`src/rtl/sel_bank_pkg.sv`:
```
// ---------------------------------------------------------------------------
// sel_bank_pkg
// Shared types and helpers for the sel_bank_pipe block.
//   mode_e       : word transform applied on push (PASS/INVERT/PARITY/HOLD)
//   fifo_state_e : occupancy of the 2-entry skid FIFO (EMPTY/ONE/TWO)
//   par_of()     : even parity (XOR reduce) of a word
// ---------------------------------------------------------------------------
package sel_bank_pkg;

  typedef enum logic [1:0] {
    PASS   = 2'd0,
    INVERT = 2'd1,
    PARITY = 2'd2,
    HOLD   = 2'd3
  } mode_e;

  typedef enum logic [1:0] {
    EMPTY = 2'd0,
    ONE   = 2'd1,
    TWO   = 2'd2
  } fifo_state_e;

  // Callers zero-extend their word to this width; zero padding does not
  // change the XOR reduction, so one function serves every WIDTH up to here.
  localparam int PAR_MAX_W = 1024;

  function automatic logic par_of(input logic [PAR_MAX_W-1:0] word);
    return ^word;
  endfunction

endpackage

```
`src/rtl/sel_bank_pipe_lane_mux.sv`:
```
// ---------------------------------------------------------------------------
// sel_bank_lane_mux
// Combinational lane select, select range check and mode transform.
// Ports:
//   i_data    : LANES packed words, lane k at [k*WIDTH +: WIDTH]
//   i_sel     : lane select
//   i_mode    : transform to apply
//   i_hold    : stored value returned by HOLD mode
//   o_word    : transformed word
//   o_sel_err : i_sel addresses a lane that does not exist
// ---------------------------------------------------------------------------
module sel_bank_lane_mux
  import sel_bank_pkg::*;
#(
  parameter int WIDTH = 8,
  parameter int LANES = 4,
  parameter int SEL_W = 2
) (
  input  logic [LANES*WIDTH-1:0] i_data,
  input  logic [SEL_W-1:0]       i_sel,
  input  mode_e                  i_mode,
  input  logic [WIDTH-1:0]       i_hold,
  output logic [WIDTH-1:0]       o_word,
  output logic                   o_sel_err
);

  logic [WIDTH-1:0] w_lane;

  // An out-of-range select matches no lane and therefore yields zero.
  always_comb begin
    w_lane = '0;
    for (int k = 0; k < LANES; k++) begin
      if (i_sel == SEL_W'(k)) begin
        w_lane = i_data[k*WIDTH +: WIDTH];
      end
    end
  end

  // Compared at integer width so non-power-of-two LANES is caught correctly.
  assign o_sel_err = (int'(i_sel) >= LANES);

  always_comb begin
    o_word = w_lane;
    case (i_mode)
      PASS:    o_word = w_lane;
      INVERT:  o_word = ~w_lane;
      PARITY: begin
        o_word    = '0;
        o_word[0] = par_of(PAR_MAX_W'(w_lane));
      end
      HOLD:    o_word = i_hold;
      default: o_word = w_lane;
    endcase
  end

endmodule

```
`src/rtl/sel_bank_pipe.sv`:
```
// ---------------------------------------------------------------------------
// sel_bank_pipe
// Registered lane selector: picks one of LANES words, transforms it by mode
// and buffers the result in a 2-entry skid FIFO with valid/ready on both
// sides. Also keeps a wrapping output transfer counter and a sticky
// select-error flag.
// Ports:
//   clock, reset_n       : rising-edge clock, async active-low reset
//   in_valid / in_ready  : upstream handshake (in_ready is registered)
//   in_data, in_sel      : packed lanes and lane select
//   in_mode              : 0 PASS, 1 INVERT, 2 PARITY, 3 HOLD
//   out_valid/out_ready  : downstream handshake
//   out_data, out_par    : FIFO head and its even parity
//   out_count            : completed output transfers, wrapping
//   sel_err              : sticky, an accepted word had in_sel >= LANES
//
// state | meaning
// EMPTY | no word buffered, head invalid
// ONE   | head register holds the oldest word
// TWO   | head and skid both full, upstream stalled
// ---------------------------------------------------------------------------
module sel_bank_pipe
  import sel_bank_pkg::*;
#(
  parameter  int WIDTH = 8,
  parameter  int LANES = 4,
  parameter  int CNT_W = 8,
  localparam int SEL_W = $clog2(LANES)
) (
  input  logic                   clock,
  input  logic                   reset_n,
  input  logic                   in_valid,
  output logic                   in_ready,
  input  logic [LANES*WIDTH-1:0] in_data,
  input  logic [SEL_W-1:0]       in_sel,
  input  logic [1:0]             in_mode,
  output logic                   out_valid,
  input  logic                   out_ready,
  output logic [WIDTH-1:0]       out_data,
  output logic                   out_par,
  output logic [CNT_W-1:0]       out_count,
  output logic                   sel_err
);

  fifo_state_e      r_state;
  fifo_state_e      w_state_nxt;
  logic [WIDTH-1:0] r_head;
  logic [WIDTH-1:0] r_skid;
  logic [WIDTH-1:0] r_hold;
  logic [WIDTH-1:0] w_head_nxt;
  logic [WIDTH-1:0] w_skid_nxt;
  logic             r_in_ready;
  logic [CNT_W-1:0] r_count;
  logic             r_sel_err;

  logic             w_push;
  logic             w_pop;
  logic [WIDTH-1:0] w_word;
  logic             w_oor;
  mode_e            w_mode;

  assign w_mode = mode_e'(in_mode);
  assign w_push = in_valid & r_in_ready;
  assign w_pop  = (r_state != EMPTY) & out_ready;

  sel_bank_lane_mux #(
    .WIDTH (WIDTH),
    .LANES (LANES),
    .SEL_W (SEL_W)
  ) u_lane_mux (
    .i_data    (in_data),
    .i_sel     (in_sel),
    .i_mode    (w_mode),
    .i_hold    (r_hold),
    .o_word    (w_word),
    .o_sel_err (w_oor)
  );

  always_ff @(posedge clock or negedge reset_n) begin
    if (!reset_n) begin
      r_state <= EMPTY;
      r_head  <= '0;
      r_skid  <= '0;
    end else begin
      r_state <= w_state_nxt;
      r_head  <= w_head_nxt;
      r_skid  <= w_skid_nxt;
    end
  end

  always_comb begin
    w_state_nxt = r_state;
    w_head_nxt  = r_head;
    w_skid_nxt  = r_skid;
    case (r_state)
      EMPTY: begin
        if (w_push) begin
          w_state_nxt = ONE;
          w_head_nxt  = w_word;
        end
      end
      ONE: begin
        if (w_push && !w_pop) begin
          w_state_nxt = TWO;
          w_skid_nxt  = w_word;
        end else if (!w_push && w_pop) begin
          w_state_nxt = EMPTY;
        end else if (w_push && w_pop) begin
          w_head_nxt  = w_word;
        end
      end
      TWO: begin
        // in_ready is low here, so only a pop can happen.
        if (w_pop) begin
          w_state_nxt = ONE;
          w_head_nxt  = r_skid;
        end
      end
      default: begin
        w_state_nxt = EMPTY;
      end
    endcase
  end

  // Registered from the next state so upstream never sees a combinational
  // path from out_ready. Low during reset, high one edge after release.
  always_ff @(posedge clock or negedge reset_n) begin
    if (!reset_n) begin
      r_in_ready <= 1'b0;
    end else begin
      r_in_ready <= (w_state_nxt != TWO);
    end
  end

  // HOLD pushes replay this value, so only non-HOLD pushes refresh it.
  always_ff @(posedge clock or negedge reset_n) begin
    if (!reset_n) begin
      r_hold <= '0;
    end else if (w_push && (w_mode != HOLD)) begin
      r_hold <= w_word;
    end
  end

  always_ff @(posedge clock or negedge reset_n) begin
    if (!reset_n) begin
      r_count <= '0;
    end else if (w_pop) begin
      r_count <= r_count + CNT_W'(1);
    end
  end

  always_ff @(posedge clock or negedge reset_n) begin
    if (!reset_n) begin
      r_sel_err <= 1'b0;
    end else if (w_push && w_oor) begin
      r_sel_err <= 1'b1;
    end
  end

  assign in_ready  = r_in_ready;
  assign out_valid = (r_state != EMPTY);
  assign out_data  = r_head;
  assign out_par   = par_of(PAR_MAX_W'(r_head));
  assign out_count = r_count;
  assign sel_err   = r_sel_err;

endmodule

```
`config.mk`:
```
export PLATFORM = sky130hd
export DESIGN_NAME = sel_bank_pipe
export DESIGN_NICKNAME = d
export VERILOG_FILES = /design/src/rtl/sel_bank_pkg.sv /design/src/rtl/sel_bank_pipe_lane_mux.sv /design/src/rtl/sel_bank_pipe.sv
export SDC_FILE = /design/constraint.sdc
export NUM_CORES = 1
export LEC_CHECK = 0
export ABC_AREA = 1
export BUFFER_PORTS_ARGS = -buffer_cell sky130_fd_sc_hd__buf_4
export CORE_AREA = 2 2 68 70
export CTS_CLUSTER_DIAMETER = 200
export CTS_CLUSTER_SIZE = 28
export DETAILED_ROUTE_END_ITERATION = 12
export DIE_AREA = 0 0 70 72
export GPL_TIMING_DRIVEN = 0
export HOLD_SLACK_MARGIN = 0.1
export PLACE_DENSITY = 0.77
export RECOVER_POWER = 100
export SLEW_MARGIN = 25
export SYNTH_ARGS = -nofsm -noshare
export SYNTH_HDL_FRONTEND = slang
export SYNTH_SLANG_ARGS = --single-unit
```
`constraint.sdc`:
```
create_clock -name clock -period 1.5 [get_ports clock]
set_input_delay 0 -clock clock [delete_from_list [all_inputs] [get_ports clock]]
set_output_delay 0 -clock clock [all_outputs]
set_load 0.03 [all_outputs]
```
### Yosys cells after proc, flatten, opt, wreduce, memory -nomap -nowiden

Cells that the tools add are included.

| storage, ports and cells | value |
|---|---|
| output and inout bits | 20 |
| bits in registers | 35 |
| logic and storage cells | 56 |

| cells by class | value |
|---|---|
| equal/unequal tests | 15 |
| reduce and logical (&&, ||, !) cells | 15 |
| mux-type cells | 16 |
| $add $sub $neg | 1 |
| bitwise operators | 3 |

Operators by type and width:

| operator | number |
|---|---|
| 1024-bit parity | 2 |
| 8-bit two-way mux | 9 |
| 8-bit one-hot mux with 4 select lines | 1 |
| 8-bit one-hot mux with 3 select lines | 1 |
| 2-bit inequality test (second input constant) | 7 |
| 2-bit == test (second input constant) | 5 |
| 8-bit by 1-bit adder with 8-bit output (second input constant) | 1 |
| 2-bit two-way mux | 4 |
| 8-bit NOT | 1 |
| 2-bit by 1-bit == test with 1-bit output (second input constant) | 3 |
| 2-bit logical NOT | 3 |
| 2-bit one-hot mux with 3 select lines | 1 |
| 6-bit AND reduction | 1 |
| 1-bit logical AND | 4 |
| 3-bit nonzero test | 1 |
| 1-bit bitwise AND | 2 |
| 1-bit logical NOT | 2 |
| 2-bit AND reduction | 1 |
| 2-bit nonzero test | 1 |

### Logic depth before layout (Yosys ltp)

| logic depth | value |
|---|---|
| depth in word-level cells | 11 |
| depth in mapped cells | 17 |

### Modules after synthesis

From an unflattened synthesis, not the netlist that was laid out.

| second synthesis, totals | value |
|---|---|
| cells, all modules | 356 |
| area, all modules | 2462.4 um^2 |

Modules (own cells, without submodules):

| module | area an instance (um^2) | cells an instance | instances |
|---|---|---|---|
| sel_bank_pipe | 1741.7 | 217 | 1 |
| sel_bank_lane_mux | 720.7 | 139 | 1 |

### Least setup slack after synthesis

OpenSTA, ideal clock, no wires.

| timing | value |
|---|---|
| kind | flip-flop to flip-flop |
| start | register r_in_ready (netlist: in_ready) |
| end | register r_skid[1] |
| arrival time | 1.343 ns |
| clock period less this slack | 1.475 ns |
| setup slack | 0.025 ns |
| data required time | 1.368 ns |
| library setup time | 0.132 ns |
| path buffers | 1 |
| cell stages (with the launch flop) | 5 |
| cell sequence | dfrtp_1 nand2_1 nor3_1 clkbuf_1 o21ai_0 |

| between the ends | value |
|---|---|
| word-level cells in the longest chain between the ends | 3 |

Ends and longest elaborated chain:

| element | line | RTL |
|---|---|---|
| start: declaration | sel_bank_pipe.sv:52 | `logic r_in_ready;` |
| start signal: assignment | sel_bank_pipe.sv:131 | `r_in_ready <= (w_state_nxt != TWO);` |
| 1-bit bitwise AND | sel_bank_pipe.sv:63 | `assign w_push = in_valid & r_in_ready;` |
| 1-bit logical AND | sel_bank_pipe.sv:103 | `if (w_push && !w_pop) begin` |
| 2-bit AND reduction (no source line) | -- |  |
| end signal: assignment | sel_bank_pipe.sv:87 | `r_skid <= w_skid_nxt;` |
| end: declaration | sel_bank_pipe.sv:48 | `logic [WIDTH-1:0] r_skid;` |

Every way passes these cells.
A chain may end at the register's enable or synchronous reset.

### Worst setup path in the final report

| timing | value |
|---|---|
| start | register r_state[0] |
| end | register r_count[7] (netlist: out_count[7]) |

| between the ends | value |
|---|---|
| word-level cells in the longest chain between the ends | 2 |

Ends and longest elaborated chain:

| element | line | RTL |
|---|---|---|
| start: declaration | sel_bank_pipe.sv:45 | `fifo_state_e r_state;` |
| start signal: assignment | sel_bank_pipe.sv:85 | `r_state <= w_state_nxt;` |
| 2-bit nonzero test | sel_bank_pipe.sv:64 | `assign w_pop = (r_state != EMPTY) & out_ready;` |
| 1-bit bitwise AND | sel_bank_pipe.sv:64 |  |
| end signal: assignment | sel_bank_pipe.sv:148 | `r_count <= r_count + CNT_W'(1);` |
| end: declaration | sel_bank_pipe.sv:53 | `logic [CNT_W-1:0] r_count;` |

Every way passes these cells.

==> impl_metrics.toml <==
[power_and_ir_drop]
p_comb_frac = 0.515
leakagePower_nw = 1.47
powerDensity_nw_per_um2 = 1710
p_int_mw = 2.58
ir_drop_uv = 1180
clkPwrFrac = 0.144
switching_power_mw = 2.16
swShare = 0.455
power_frac_seq = 0.341
power.total_mw = 4.75

[die]
initial_utilization = 0.501
die_y_um = 72
die_x_um = 70
die-area_um2 = 5040
coreArea_um2 = 4260
std_cell_rows = 24
ios = 60

[timing]
period_share = 0.989
finalMaxSlewViolations = 0
grt_setup_unrepaired = "true"
hold_slack_ps = 136
finalSetupViolCount = 0
final.min_clock_period_ps = 1480
timing_hold_violations_final = 0
slew_headroom = 0.437
worst_pin_slew_ps = 845
clock_skew_ps = 6.85
timing.fmax_mhz = 674
setup_ws_ps = 16.0

[drt]
vias_per_cell = 4.85
drt.antenna.violating_nets = 0
wl_per_cell_um = 11.2
vias = 2079
wl_um = 4810
drt_first_pass_iters = 4
drc = 0
drtIter0Drc = 104

[setup_path]
path_class = "flop to flop"
required_ps = 1670
path_max_fanout = 5
arrival_ps = 1650
cp-start-kind = "flop"
cp-end-kind = "flop"

[cts]
clock_latency_ps = 280
cts_tree = "done"
clk_pin_slew_worst_paths_ps = 60
cts.root.buffer_cell = "clkbuf_8"
h-tree-depth = 2
cts-buffers-inserted = 5
clock_path_buffers = 2
cts.sinks = 35

[yosys]
syn_inst = 307
ys_seq_area_frac = 0.410
avgSynthCellArea_um2 = 6.97
synth_enable_flop_cells = 0
synth_cell_types = 26
ys_ff_latch = 35
synth_area_um2 = 2140
synthFlopType = "dfrtp_1"
yosysWarnings = 0
synth.net_count = 348
synth-async-reset-ratio = 1.00

[placed_design]
post-dp-hpwl_um = 3740
gp_congestion = 0.768
pre_cts_slack_ps = -231
numPortBuffers = 58

[final_layout]
n_fill_cell = 414
final_nets = 418
diodes = 0
drive_above_1_share = 0.204
fin_util = 0.651
area_growth_pct = 29.9

[global_route]
grt_overflow = 0
grt_max_degree = 36
antenna_found_initial = 0
grt_first_pass_wirelength_um = 7840
grt_usage = 0.192
first_global_vias = 1918

[run]
max_cap_viol_count = 0

[outcome]
status = "complete, no violations"

[min_path]
hold_path_class = "input port to flop"
[per-layer routing]
layer | up-vias | track usage | share of wire
met3 | 6 | 0.0403 | 0.049
met4 | 0 | 0.0748 | 0.015
met5 | - | 0 | 0
met1 | 907 | 0.219 | 0.44
li1 | 1111 | - | -
met2 | 55 | 0.353 | 0.49
[registers in the layout (all words and copies together), names as in the netlist]
register   flops
r_state        2
out_count      8
in_ready       1
out_data       8
r_skid         8
r_hold         8
[path summary, 6_finish.rpt]
path / from / to / slack, ps / depth (start not counted)
min in group asynchronous: reset_n / r_skid[4] / 350 / 2
max: r_state[0] / out_count[7] / 20 / 6
max in group asynchronous: reset_n / r_state[1] / 620 / 2
min: out_ready / out_data[3] / 140 / 5
max reg2reg: r_state[0] / out_count[7] / 20 / 6
min reg2reg: out_count[7] / out_count[7] / 480 / 1
[area by class of cell]
class                   count  area [um^2]  share of cell area
multi-input cells         226         1130               0.405
flip-flops and latches     35          876               0.315
repair buffers             63          425               0.153
inverters                  40          154              0.0554
clock buffers               6         82.6              0.0297
well taps                  52         65.1              0.0234
plain buffers               6         43.8              0.0158
clock inverters             1         5.00             0.00180
[placed cells by master, fill, tap and decap left out]
master         netlist  final
nand3_2              0      1
buf_4                2     47
ha_1                 1      1
dlygate4sd3_1        0      3
nor2_1              22     18
nand3_1             23     22
clkbuf_8             0      6
buf_6                0      1
conb_1               1      1
xnor2_1             10     10
nor2_4               1      3
dfrtp_1             35     35
clkbuf_2             0      3
o21ai_0             24     24
mux2_2               1      1
o21bai_2             1      1
a22oi_1              4      4
o31ai_1              1      1
nor2_2               1      3
a211oi_1             1      1
nand2_1            108    102
clkbuf_4             0      1
nand4_1              5      5
nand3b_1             2      2
xor2_1               4      4
a21oi_1              9      9
clkbuf_1             3     14
clkinvlp_4           0      1
inv_1               40     38
o221ai_1             2      2
nor3_2               0      1
inv_2                0      1
clkinv_2             0      1
o21ai_1              4      4
nand2_2              0      6
[power groups by stage]
stage | Sequential, mW | Clock, mW | Combinational, mW
after floorplan | 1.95 | 0 | 1.30
after CTS | 1.62 | 0.698 | 2.55
after detailed placement | 1.63 | 0 | 2.52
final | 1.62 | 0.684 | 2.45
after global placement | 1.61 | 0 | 2.45
after global routing | 1.67 | 0.734 | 2.67
[cell usage after synthesis, types with 2 or more instances]
cell      number  area (um^2)
nor2_1        22         82.6
o21ai_1        4         20.0
nand3b_1       2         15.0
inv_1         40          150
nand4_1        5         31.3
dfrtp_1       35          876
a22oi_1        4         30.0
xnor2_1       10         87.6
o221ai_1       2         17.5
a21oi_1        9         45.0
clkbuf_1       3         11.3
o21ai_0       24          120
nand2_1      108          405
buf_4          2         15.0
xor2_1         4         35.0
nand3_1       23          115
[critical path, stage by stage, from the launching register on]
cell and delay (ps):
dfrtp_1 400, nor2_1 100, nor2_4 160, nand4_1 140, nand3b_1 220, nand3b_1 210, xnor2_1 140
[kinds of logic (layout without fill, tap and decap cells)]
group / count (synthesis) / in the layout / share of synthesized area
AOI/OAI and AO/OA: 46 / 46 / 0.121
xor gates and xnor gates: 14 / 14 / 0.0573
adders and majority gates: 1 / 1 / 0.00585
buffers and inverters: 46 / 116 / 0.0848
DFF: 35 / 35 / 0.410
muxes: 1 / 1 / 0.00527
other: 1 / 1 / 0.00175
and+or+nand+nor: 163 / 163 / 0.314
[stage by stage]
| step | setup TNS (ps) | instances | instance area [um^2] |
|---|---|---|---|
| 2_1_floorplan | 0 | 307 | 2140 |
| 3_3_place_gp | -901 | 417 | 2640 |
| 3_5_place_dp | -1940 | 417 | 2640 |
| 4_1_cts | -71.3 | 427 | 2770 |
| 5_1_grt | -128 | 429 | 2780 |
| 6_report | 0 | 429 | 2780 |
[what timing repair did]
action	in CTS	in global routing
hold endpoints to repair	36	0
setup buffers	0	2
setup endpoints to repair	19	24
gates resized for setup	4	22
pin swaps	0	7
hold buffers	3	0
No activity file was read; power rests on OpenSTA's default activity.
